### src/rtl/c7bifu_iq.sv
// Instruction queue between the ICU return path and decode: circular FIFO of {pc, inst}
// with a throttle (iq_full) that leaves RESV slots for fetches already in flight.
module c7bifu_iq #(
   parameter int DEPTH = 8,
   parameter int RESV  = 2,
   parameter int AW    = 3
) (
   input  logic        clk,
   input  logic        resetn,
   input  logic        icu_data_vld,
   input  logic [31:0] icu_ifu_data_ic2,
   input  logic [31:0] f_pc,
   input  logic        flush,
   input  logic        stall,
   output logic        iq_full,
   output logic        ifu_exu_valid_d,
   output logic [31:0] ifu_exu_inst_d,
   output logic [31:0] ifu_exu_pc_d,
   output logic        iq_ovf
);

   localparam logic [AW:0] LP_DEPTH = (AW+1)'(DEPTH);
   localparam logic [AW:0] LP_FULL  = (AW+1)'(DEPTH - RESV);

   logic [31:0]   r_inst_mem [DEPTH];
   logic [31:0]   r_pc_mem   [DEPTH];
   logic [AW-1:0] r_wr_ptr;
   logic [AW-1:0] r_rd_ptr;
   logic [AW:0]   r_count;
   logic          r_ovf;

   logic w_pop;
   logic w_push;
   logic w_drop;

   assign w_pop  = (r_count != '0) & ~stall & ~flush;
   // A full queue still accepts a word when the head leaves in the same cycle.
   assign w_push = icu_data_vld & ~flush & ((r_count < LP_DEPTH) | w_pop);
   assign w_drop = icu_data_vld & ~flush & (r_count == LP_DEPTH) & ~w_pop;

   assign ifu_exu_valid_d = (r_count != '0);
   assign ifu_exu_inst_d  = r_inst_mem[r_rd_ptr];
   assign ifu_exu_pc_d    = r_pc_mem[r_rd_ptr];
   assign iq_full         = (r_count >= LP_FULL);
   assign iq_ovf          = r_ovf;

   always_ff @(posedge clk) begin
      if (w_push) begin
         r_inst_mem[r_wr_ptr] <= icu_ifu_data_ic2;
         r_pc_mem[r_wr_ptr]   <= f_pc;
      end
   end

   always_ff @(posedge clk or negedge resetn) begin
      if (!resetn) begin
         r_wr_ptr <= '0;
         r_rd_ptr <= '0;
         r_count  <= '0;
         r_ovf    <= 1'b0;
      end else if (flush) begin
         // Redirect discards everything, including this cycle's wrong-path word.
         r_wr_ptr <= '0;
         r_rd_ptr <= '0;
         r_count  <= '0;
      end else begin
         if (w_push) begin
            r_wr_ptr <= r_wr_ptr + AW'(1);
         end
         if (w_pop) begin
            r_rd_ptr <= r_rd_ptr + AW'(1);
         end
         if (w_push & ~w_pop) begin
            r_count <= r_count + (AW+1)'(1);
         end else if (w_pop & ~w_push) begin
            r_count <= r_count - (AW+1)'(1);
         end
         if (w_drop) begin
            r_ovf <= 1'b1;
         end
      end
   end

endmodule

### config.mk
export PLATFORM = sky130hd
export DESIGN_NAME = c7bifu_iq
export DESIGN_NICKNAME = d
export VERILOG_FILES = /design/src/rtl/c7bifu_iq.sv
export SDC_FILE = /design/constraint.sdc
export NUM_CORES = 1
export LEC_CHECK = 0
export BUFFER_PORTS_ARGS = -buffer_cell sky130_fd_sc_hd__buf_2
export CORE_ASPECT_RATIO = 1.2
export CORE_MARGIN = 2
export CORE_UTILIZATION = 50
export CTS_CLUSTER_DIAMETER = 50
export DETAILED_ROUTE_END_ITERATION = 10
export GPL_TIMING_DRIVEN = 0
export PLACE_DENSITY = 0.68
export SYNTH_ARGS = -nofsm -noshare
export SYNTH_HDL_FRONTEND = slang
export SYNTH_SLANG_ARGS = --single-unit
export TNS_END_PERCENT = 1
### constraint.sdc
create_clock -name clk -period 7.65 [get_ports clk]
set_input_delay 0.765 -clock clk [delete_from_list [all_inputs] [get_ports clk]]
set_output_delay 0.765 -clock clk [all_outputs]
set_load 0.02 [all_outputs]
==> out/summary.txt, run 1 <==
Mapped Cells = 839
Top FF cell, synth = edfxtp_1
F_max = 269 MHz
Pins Over Slew Limit = 0
Synth Cell Area = 20000 um^2
Final net count = 1126
Share of cells above drive strength 1 = 41.0%
Post-Layout Cell Count = 1628
Sink Count = 523
Data required time at the worst endpoint = 6880 ps
Max Buffers Root-to-Sink = 3
WP data arrival = 2950 ps
DRC viols = 0
Worst setup startpoint = r_rd_ptr[2]
GP Congestion = 0.758
Max stage delay on crit path = 740 ps
Initial Util = 50.5%
Status = finished clean
First-pass GRT wire length = 59800 um
Critical Path Fanout Max = 10
Most Frequent Cell on Critical Path = clkbuf_1
Filler cell count = 2889
# H-tree levels = 2
I/O pin cnt = 136
Setup crit end kind = primary output
Post-synth top area share = 76.8%
FF+latch count, synth = 523
Reg2reg start = r_count[3]
Hold Vio Cnt, Final = 0
CP max stage cell = clkbuf_1
CTS tree = yes
Drt via density = 5.67
Drt first pass iters = 5
Most instantiated cells after synthesis = 512 x edfxtp_1, 128 x mux4_2, 65 x mux2_2
Post CTS Setup Buffer Count = 0
Ys async rst share = 2.10%
Worst path buffer plus inverter count = 3
Vias in the first global route = 9656
PostCTS Resize Cnt = 0
Core area = 39600 um^2
Post-Place Cells = 1533
Largest net degree at the start of global routing = 25
Via count = 9229
# hold bufs at CTS = 0
Fin crit share = 48.5%
Most frequent cell after synthesis = edfxtp_1
Hpwl dp = 25100 um
Row count = 80
Clock skew = 11.3 ps
Reg2reg setup slack = 4770 ps
Synth warn = 0
Cell Chain, Critical Path = clkbuf_1 > clkbuf_1 > mux2_2 > buf_2
PD cells = 310 nW/um^2
Die H = 223 um
Max-Cap Viols = 0
Drt first-iter violations = 726
Clock transition at the registers of the reported paths = 60 ps
Final setup fails = 0
Crit path max-delay family = buffers and inverters
Class of the most critical setup path = reg2out
Antenna-violating nets left = 0
Cell variety after synth = 34
CTS root buf = clkbuf_16
PortBufs = 135
Die area = 41600 um^2
Placed cell areas = 21800 um^2
Largest area contributor in the synthesized netlist = edfxtp_1
WL/cell = 24.4 um
Overflow after GRT = 0
Final Instance Area = 23400 um^2
Leak = 7.49 nW
Max_slew headroom = 34.3%
Die W = 187 um
Num CTS Buffers = 50
RSZ-0062 raised after global routing = no
P&R area growth vs syn = 16.8%
Number of flops mapped to enable cells by yosys = 512
Clock network latency to the later pin of the worst-skew pair = 560 ps
Worst-Margin Slew = 986 ps
VDD IR max = 0.213 mV
Syn Nets = 913
All-Layer GR Usage = 19.5%
Sequential element share of the synthesized area = 78.2%
Hold/Removal Path Class = in2async
Final WL = 39700 um
CP Launch Type = flop
Initial antenna violation count = 3
Minimum clock period = 3710 ps
Synth area leaders = edfxtp_1 77%, mux4_2 14%, mux2_2 3.7%, dfrtp_1 1.4%, buf_6 0.62%
Mean Syn Cell Area = 23.8 um^2
-- cell usage in the layout (no fill, tap or decap), drive strengths merged, types with 2 or more instances in the layout --
cell and instances:
a211oi 2, a21oi 6, buf 189, bufinv 2
clkbuf 74, clkinv 24, clkinvlp 3, dfrtp 11
diode 2, edfxtp 512, ha 4, inv 9
mux2 65, mux4 128, nand2 12, nand2b 3
nand3 3, nor2 15, nor3 5, o211ai 2
o21ai 3, o31ai 2, or3 4, xnor2 2
xor2 3
-- path summary, 6_finish.rpt --
path / endpoint / depth (start not counted)
max reg2reg: r_inst_mem[0][22] / 7
min in group clk: r_inst_mem[1][4] / 1
max: ifu_exu_pc_d[13] / 4
min: r_count[0] / 1
min reg2reg: iq_ovf / 2
max in group asynchronous: r_wr_ptr[1] / 1
-- metal layers --
metal  global-route usage (%)  routed length, um
met2                     33.2              20500
met1                     26.1              16200
met5                        0                 24
met3                     3.73               2280
met4                     4.97                673
-- kinds of logic after synthesis --
logic type	Yosys count	synth area share [%]
AND/OR/NAND/NOR	45	1.10
flip-flops	523	78.2
adder cells (fa/ha/maj)	5	0.350
XOR/XNOR	5	0.219
AO/OA/AOI/OAI	21	0.688
buffers and inverters	47	1.36
multiplexers	193	18.1
-- flip-flops by register name (all words and copies together), names as in the netlist --
| register | cells |
|---|---|
| r_inst_mem | 256 |
| r_count | 4 |
| r_pc_mem | 256 |
| r_wr_ptr | 3 |
| iq_ovf | 1 |
| r_rd_ptr | 3 |
-- final cells by class --
| type | instances | area, um^2 | area share [%] |
|---|---|---|---|
| inverter | 8 | 30.0 | 0.128 |
| timing repair buffer | 161 | 1080 | 4.64 |
| sequential | 523 | 15700 | 67.0 |
| tap | 533 | 667 | 2.85 |
| buffer | 39 | 241 | 1.03 |
| multi-input combinational | 269 | 4140 | 17.7 |
| clock buffer | 63 | 1360 | 5.83 |
| antenna | 2 | 5.00 | 0.0214 |
| clock inverter | 30 | 191 | 0.819 |
-- report_power, final --
group	leakage [nW]	internal [mW]	switching [mW]
Sequential	4.77	3.23	0.0360
Clock	0.755	1.33	1.01
Combinational	1.97	0.792	0.860
-- worst reg2reg max path, delay by kind of cell, from the launching register on --
family / cells / cell delay [ps]
simple gates: 2 / 1220
buf+inv: 4 / 780
flops: 1 / 350
compound gates: 1 / 240
-- through the flow --
| step | util, % | setup TNS [ps] | hold WS (ps) | power (mW) | worst slack (ps) |
|---|---|---|---|---|---|
| 6_report | 59.0 | 0 | 76.8 | 7.26 | 3940 |
| 5_1_grt | 59.0 | 0 | 74.4 | 7.54 | 3810 |
| 4_1_cts | 59.0 | 0 | 55.5 | 7.34 | 3880 |
| 3_5_place_dp | 55.0 | 0 | 455 | 5.01 | 4230 |
| 3_3_place_gp | 53.9 | -380380 | 453 | 4.98 | -3140 |
| 2_1_floorplan | - | 0 | 469 | 4.53 | 1370 |
No activity file was read; power rests on OpenSTA's default activity.
==> inputs of run 2 (changes only) <==
clock period = 3.5 ns   (was 7.65 ns; I/O delays follow)
==> out/summary.txt, run 2 (same netlist as run 1, synthesis figures left out) <==
Status = finished clean
Largest regs = r_inst_mem: 256 flops, r_pc_mem: 256 flops, r_count: 4 flops
Via count = 9153 (-0.82%)
Initial Util = 50.5% (unchanged)
Commonest cells after routing, fill and taps aside = 512 x edfxtp_1, 139 x buf_2, 128 x mux4_2, 65 x mux2_2, 53 x clkbuf_16
Worst path buffer plus inverter count = 3 (unchanged)
PortBufs = 135 (unchanged)
Clk pwr share = 32.4% (+0.2 points)
Leak = 7.52 nW (+0.47%)
Final setup fails = 0 (unchanged)
Critical Path Fanout Max = 10 (unchanged)
Post-Place Cells = 1531 (-0.13%)
Post-layout util = 59.3% (+0.34 points)
Die area = 41600 um^2 (unchanged)
Antenna-violating nets left = 0 (unchanged)
PostCTS Resize Cnt = 0 (unchanged)
Drt first pass iters = 5 (unchanged)
Max_slew headroom = 35.9% (+1.6 points)
Clock skew = 15.5 ps (+4.20 ps)
DRC viols = 0 (unchanged)
Largest net degree at the start of global routing = 27 (+8.0%)
Final setup margin = 166 ps (-3770 ps)
Row count = 80 (unchanged)
Cell Chain, Critical Path = buf_2 > buf_1 > mux4_2 > mux2_2 > buf_2
Share of cells above drive strength 1 = 40.9% (-0.087 points)
Pint = 11.8 mW (+120%)
Final WL = 38500 um (-2.9%)
WP data arrival = 2980 ps (+30 ps)
Commonest non-fill, non-tap cell in the layout = edfxtp_1
Pins Over Slew Limit = 0 (unchanged)
Max stage delay on crit path = 760 ps (+20 ps)
Die W = 187 um (unchanged)
PD cells = 677 nW/um^2 (+120%)
Clock network latency to the later pin of the worst-skew pair = 560 ps (about the same)
Overflow after GRT = 0 (unchanged)
CP max stage cell = buf_1
CTS tree = yes
Core area = 39600 um^2 (unchanged)
Clock transition at the registers of the reported paths = 60 ps (about the same)
Register share of total power = 44.8% (-0.2 points)
Num CTS Buffers = 51 (+2.0%)
Vias in the first global route = 9669 (+0.13%)
Hold slack = 45.2 ps (-31.6 ps)
Setup crit end kind = primary output
Switch Pwr = 4.13 mW (+120%)
Hold/Removal Path Class = in2reg
Hold Vio Cnt, Final = 0 (unchanged)
Die H = 223 um (unchanged)
Class of the most critical setup path = reg2out
Minimum clock period = 3330 ps
Sink Count = 523 (unchanged)
Total power = 15.9 mW (+120%)
CTS root buf = clkbuf_16
Final Instance Area = 23500 um^2 (+0.58%)
I/O pin cnt = 136 (unchanged)
F_max = 300 MHz
WL/cell = 23.7 um (-2.5%)
VDD IR max = 0.444 mV (+110%)
P&R area growth vs syn = 17.5%
Post CTS Setup Buffer Count = 0 (unchanged)
Sw Ratio = 25.9% (-0.35 points)
Post-Layout Cell Count = 1621 (-0.43%)
DP Worst Slack = 689 ps (-3540 ps)
Max-Cap Viols = 0 (unchanged)
Fin crit share = 95.3%
Initial antenna violation count = 5 (+2)
Combinational share of power = 22.7% (about the same)
Worst-Margin Slew = 961 ps (-24.6 ps)
Final net count = 1126 (unchanged)
RSZ-0062 raised after global routing = no
Data required time at the worst endpoint = 3150 ps (-3730 ps)
# H-tree levels = 2 (unchanged)
Total Neg Setup Slack = 0 ps (unchanged)
Hpwl dp = 24200 um (-3.7%)
All-Layer GR Usage = 18.9% (-0.60 points)
Max Buffers Root-to-Sink = 3 (unchanged)
First-pass GRT wire length = 58300 um (-2.5%)
GP Congestion = 0.748 (-1.3%)
Placed cell areas = 21900 um^2 (+0.54%)
Most Frequent Cell on Critical Path = buf_2
ANT cells = 0 (-2)
Crit path max-delay family = buffers and inverters
Drt first-iter violations = 675 (-7.0%)
CP Launch Type = flop
Drt via density = 5.65 (-0.40%)
## run 2: power groups by stage
stage	sequential [mW]	combinational (mW)	clock [mW]
4_1_cts	7.14	3.71	5.27
2_1_floorplan	7.26	2.63	0
3_5_place_dp	7.27	3.70	0
5_1_grt	7.15	3.90	5.50
3_3_place_gp	7.28	3.58	0
6_report	7.14	3.62	5.16
## run 2: worst reg2reg max path, cell delays in order (launching register included)
cell     delay [ps]
dfrtp_1         350
buf_2           170
a21bo_2         240
or3_1           490
nor2_4          630
buf_12          300
buf_12          240
## run 2: per-layer routing
metal	vias to the layer above	global-route usage [%]	wire [um]
met5	-	0	66
met4	10	4.94	727
met3	79	3.98	2180
met2	240	32.0	19600
met1	4838	25.1	15900
li1	3986	-	-
## run 2: final timing paths
check                                     start                 end  slack [ps]  cells after the start
setup / recovery                    r_rd_ptr[1]  ifu_exu_inst_d[30]         170                      5
hold / removal             icu_ifu_data_ic2[12]   r_inst_mem[1][12]          50                      1
setup reg to reg                     r_count[3]      r_pc_mem[6][5]         730                      6
hold reg to reg                          iq_ovf              iq_ovf         490                      2
max in group asynchronous                resetn         r_wr_ptr[2]        3100                      2
min in group asynchronous                resetn          r_count[1]         190                      2
## run 2: cell type report
| class | instances | area (um^2) |
|---|---|---|
| Sequential cell | 523 | 15700 |
| Tap cell | 533 | 667 |
| Clock buffer | 66 | 1380 |
| Buffer | 39 | 241 |
| Timing Repair Buffer | 160 | 1200 |
| Inverter | 8 | 30.0 |
| Fill cell | 2909 | 16100 |
| Clock inverter | 23 | 191 |
| Multi-Input combinational cell | 269 | 4150 |
## run 2: what timing repair did
action / CTS / global route
hold buffers: 1 / 0
setup endpoints to repair: 0 / 0
hold endpoints to repair: 11 / 0
==> inputs of run 3 (changes only) <==
CORE_UTILIZATION = 40   (was 50)
PLACE_DENSITY = unset   (was 0.68)
==> out/summary.txt, run 3 (same netlist as run 1, synthesis figures left out) <==
ANT cells = 0 (unchanged)
Initial antenna violation count = 5 (unchanged)
Max_slew headroom = 34.6% (-1.3 points)
Drt via density = 5.24 (-7.2%)
Share of cells above drive strength 1 = 41.3% (+0.44 points)
Die W = 208 um (+12%)
VDD IR max = 0.380 mV (-14%)
All-Layer GR Usage = 16.1% (-2.8 points)
CP max stage cell = clkbuf_1
PostCTS Resize Cnt = 0 (unchanged)
Die H = 249 um (+12%)
Largest net degree at the start of global routing = 24 (-11%)
Critical Path Fanout Max = 10 (unchanged)
Num CTS Buffers = 51 (unchanged)
Fin crit share = 94.8% (-0.48 points)
Initial Util = 40.6% (-9.9 points)
Row count = 89 (+11%)
# H-tree levels = 2 (unchanged)
Post CTS Setup Buffer Count = 0 (unchanged)
Final WL = 40800 um (+6.1%)
Final net count = 1126 (unchanged)
Clock transition at the registers of the reported paths = 60 ps (about the same)
Via count = 9050 (-1.1%)
Commonest non-fill, non-tap cell in the layout = edfxtp_1
Max Buffers Root-to-Sink = 3 (unchanged)
Crit path max-delay family = buffers and inverters
P&R area growth vs syn = 18.4%
Minimum clock period = 3320 ps (-16.6 ps)
Post-Layout Cell Count = 1728 (+6.6%)
PortBufs = 135 (unchanged)
WL/cell = 23.6 um (-0.46%)
Max stage delay on crit path = 740 ps (-20 ps)
Drt first pass iters = 5 (unchanged)
Vias in the first global route = 9789 (+1.2%)
Sink Count = 523 (unchanged)
Most Frequent Cell on Critical Path = clkbuf_1
Class of the most critical setup path = reg2out
Worst-Margin Slew = 981 ps (+19.3 ps)
DRC viols = 0 (unchanged)
Overflow after GRT = 0 (unchanged)
Clock skew = 18.5 ps (+3.00 ps)
I/O pin cnt = 136 (unchanged)
Hold/Removal Path Class = in2reg
Filler cell count = 4025 (+38%)
Worst path buffer plus inverter count = 3 (unchanged)
Clock network latency to the later pin of the worst-skew pair = 570 ps (about the same)
Cell Chain, Critical Path = clkbuf_1 > clkbuf_1 > mux2_2 > buf_2
Data required time at the worst endpoint = 3150 ps (about the same)
# hold bufs at CTS = 1 (unchanged)
Core area = 49300 um^2 (+24%)
Final Instance Area = 23700 um^2 (+0.75%)
Post-layout util = 48.0% (-11 points)
Pins Over Slew Limit = 0 (unchanged)
Antenna-violating nets left = 0 (unchanged)
PD cells = 680 nW/um^2 (+0.48%)
Die area = 51800 um^2 (+24%)
Commonest cells after routing, fill and taps aside = 512 x edfxtp_1, 139 x buf_2, 128 x mux4_2, 65 x mux2_2, 53 x clkbuf_16
F_max = 301 MHz (+0.50%)
RSZ-0062 raised after global routing = no
Max-Cap Viols = 0 (unchanged)
CTS root buf = clkbuf_16
Post-Place Cells = 1635 (+6.8%)
GP Congestion = 0.756 (+1.1%)
Hpwl dp = 25100 um (+4.0%)
Hold Vio Cnt, Final = 0 (unchanged)
Largest regs = r_inst_mem: 256 flops, r_pc_mem: 256 flops, r_count: 4 flops
Setup crit end kind = primary output
Final setup fails = 0 (unchanged)
CP Launch Type = flop
Drt first-iter violations = 738 (+9.3%)
Placed cell areas = 22100 um^2 (+0.56%)
WP data arrival = 2970 ps (about the same)
Status = finished clean
First-pass GRT wire length = 61600 um (+5.6%)
CTS tree = yes
Leak = 7.55 nW (+0.34%)
run 3: cell type report:
type | instances | area [um^2] | share of cell area [%]
inverter | 8 | 30.0 | 0.127
tap | 637 | 797 | 3.36
multi-input combinational | 269 | 4150 | 17.5
buffer | 39 | 241 | 1.02
sequential | 523 | 15700 | 66.1
clock buffer | 71 | 1420 | 6.01
timing repair buffer | 160 | 1190 | 5.04
clock inverter | 21 | 196 | 0.829
run 3: worst paths after layout:
kind	from	end	slack (ps)	depth (start not counted)
max	r_rd_ptr[2]	ifu_exu_inst_d[5]	180	4
min	icu_ifu_data_ic2[9]	r_inst_mem[2][9]	50	1
max reg2reg	r_count[3]	r_pc_mem[6][2]	680	6
min reg2reg	iq_ovf	iq_ovf	480	2
max in group asynchronous	resetn	r_count[1]	3110	2
min in group asynchronous	resetn	iq_ovf	180	2
run 3: per-stage QoR:
step | hold slack (ps) | worst slack (ps) | TNS, ps | power [mW]
5_1_grt | 41.1 | 70.1 | 0 | 16.8
3_5_place_dp | 245 | 642 | 0 | 11.0
6_report | 49.7 | 183 | 0 | 16.1
2_1_floorplan | 54.4 | -787 | -321810 | 9.89
3_3_place_gp | 249 | -4030 | -1884880 | 10.9
4_1_cts | 23.2 | 121 | 0 | 16.4
run 3: power breakdown:
part           switching [mW]  internal [mW]
logic                    1.91           1.76
registers              0.0740           7.06
clock network            2.24           3.06
total                    4.23           11.9
run 3: worst reg2reg max path, cell delays in order (launching register included):
cell	delay, ps
dfrtp_1	360
buf_2	170
a21bo_2	250
or3_1	480
nor2_4	680
buf_12	300
buf_12	240
run 3: routing by layer:
metal / part of all wire (%) / global-route usage (%) / vias up
li1: - / - / 3983
met1: 42 / 20.6 / 4794
met2: 52 / 28.3 / 195
met3: 3.9 / 2.72 / 68
met4: 1.8 / 4.40 / 10
met5: 0.12 / 0 / -
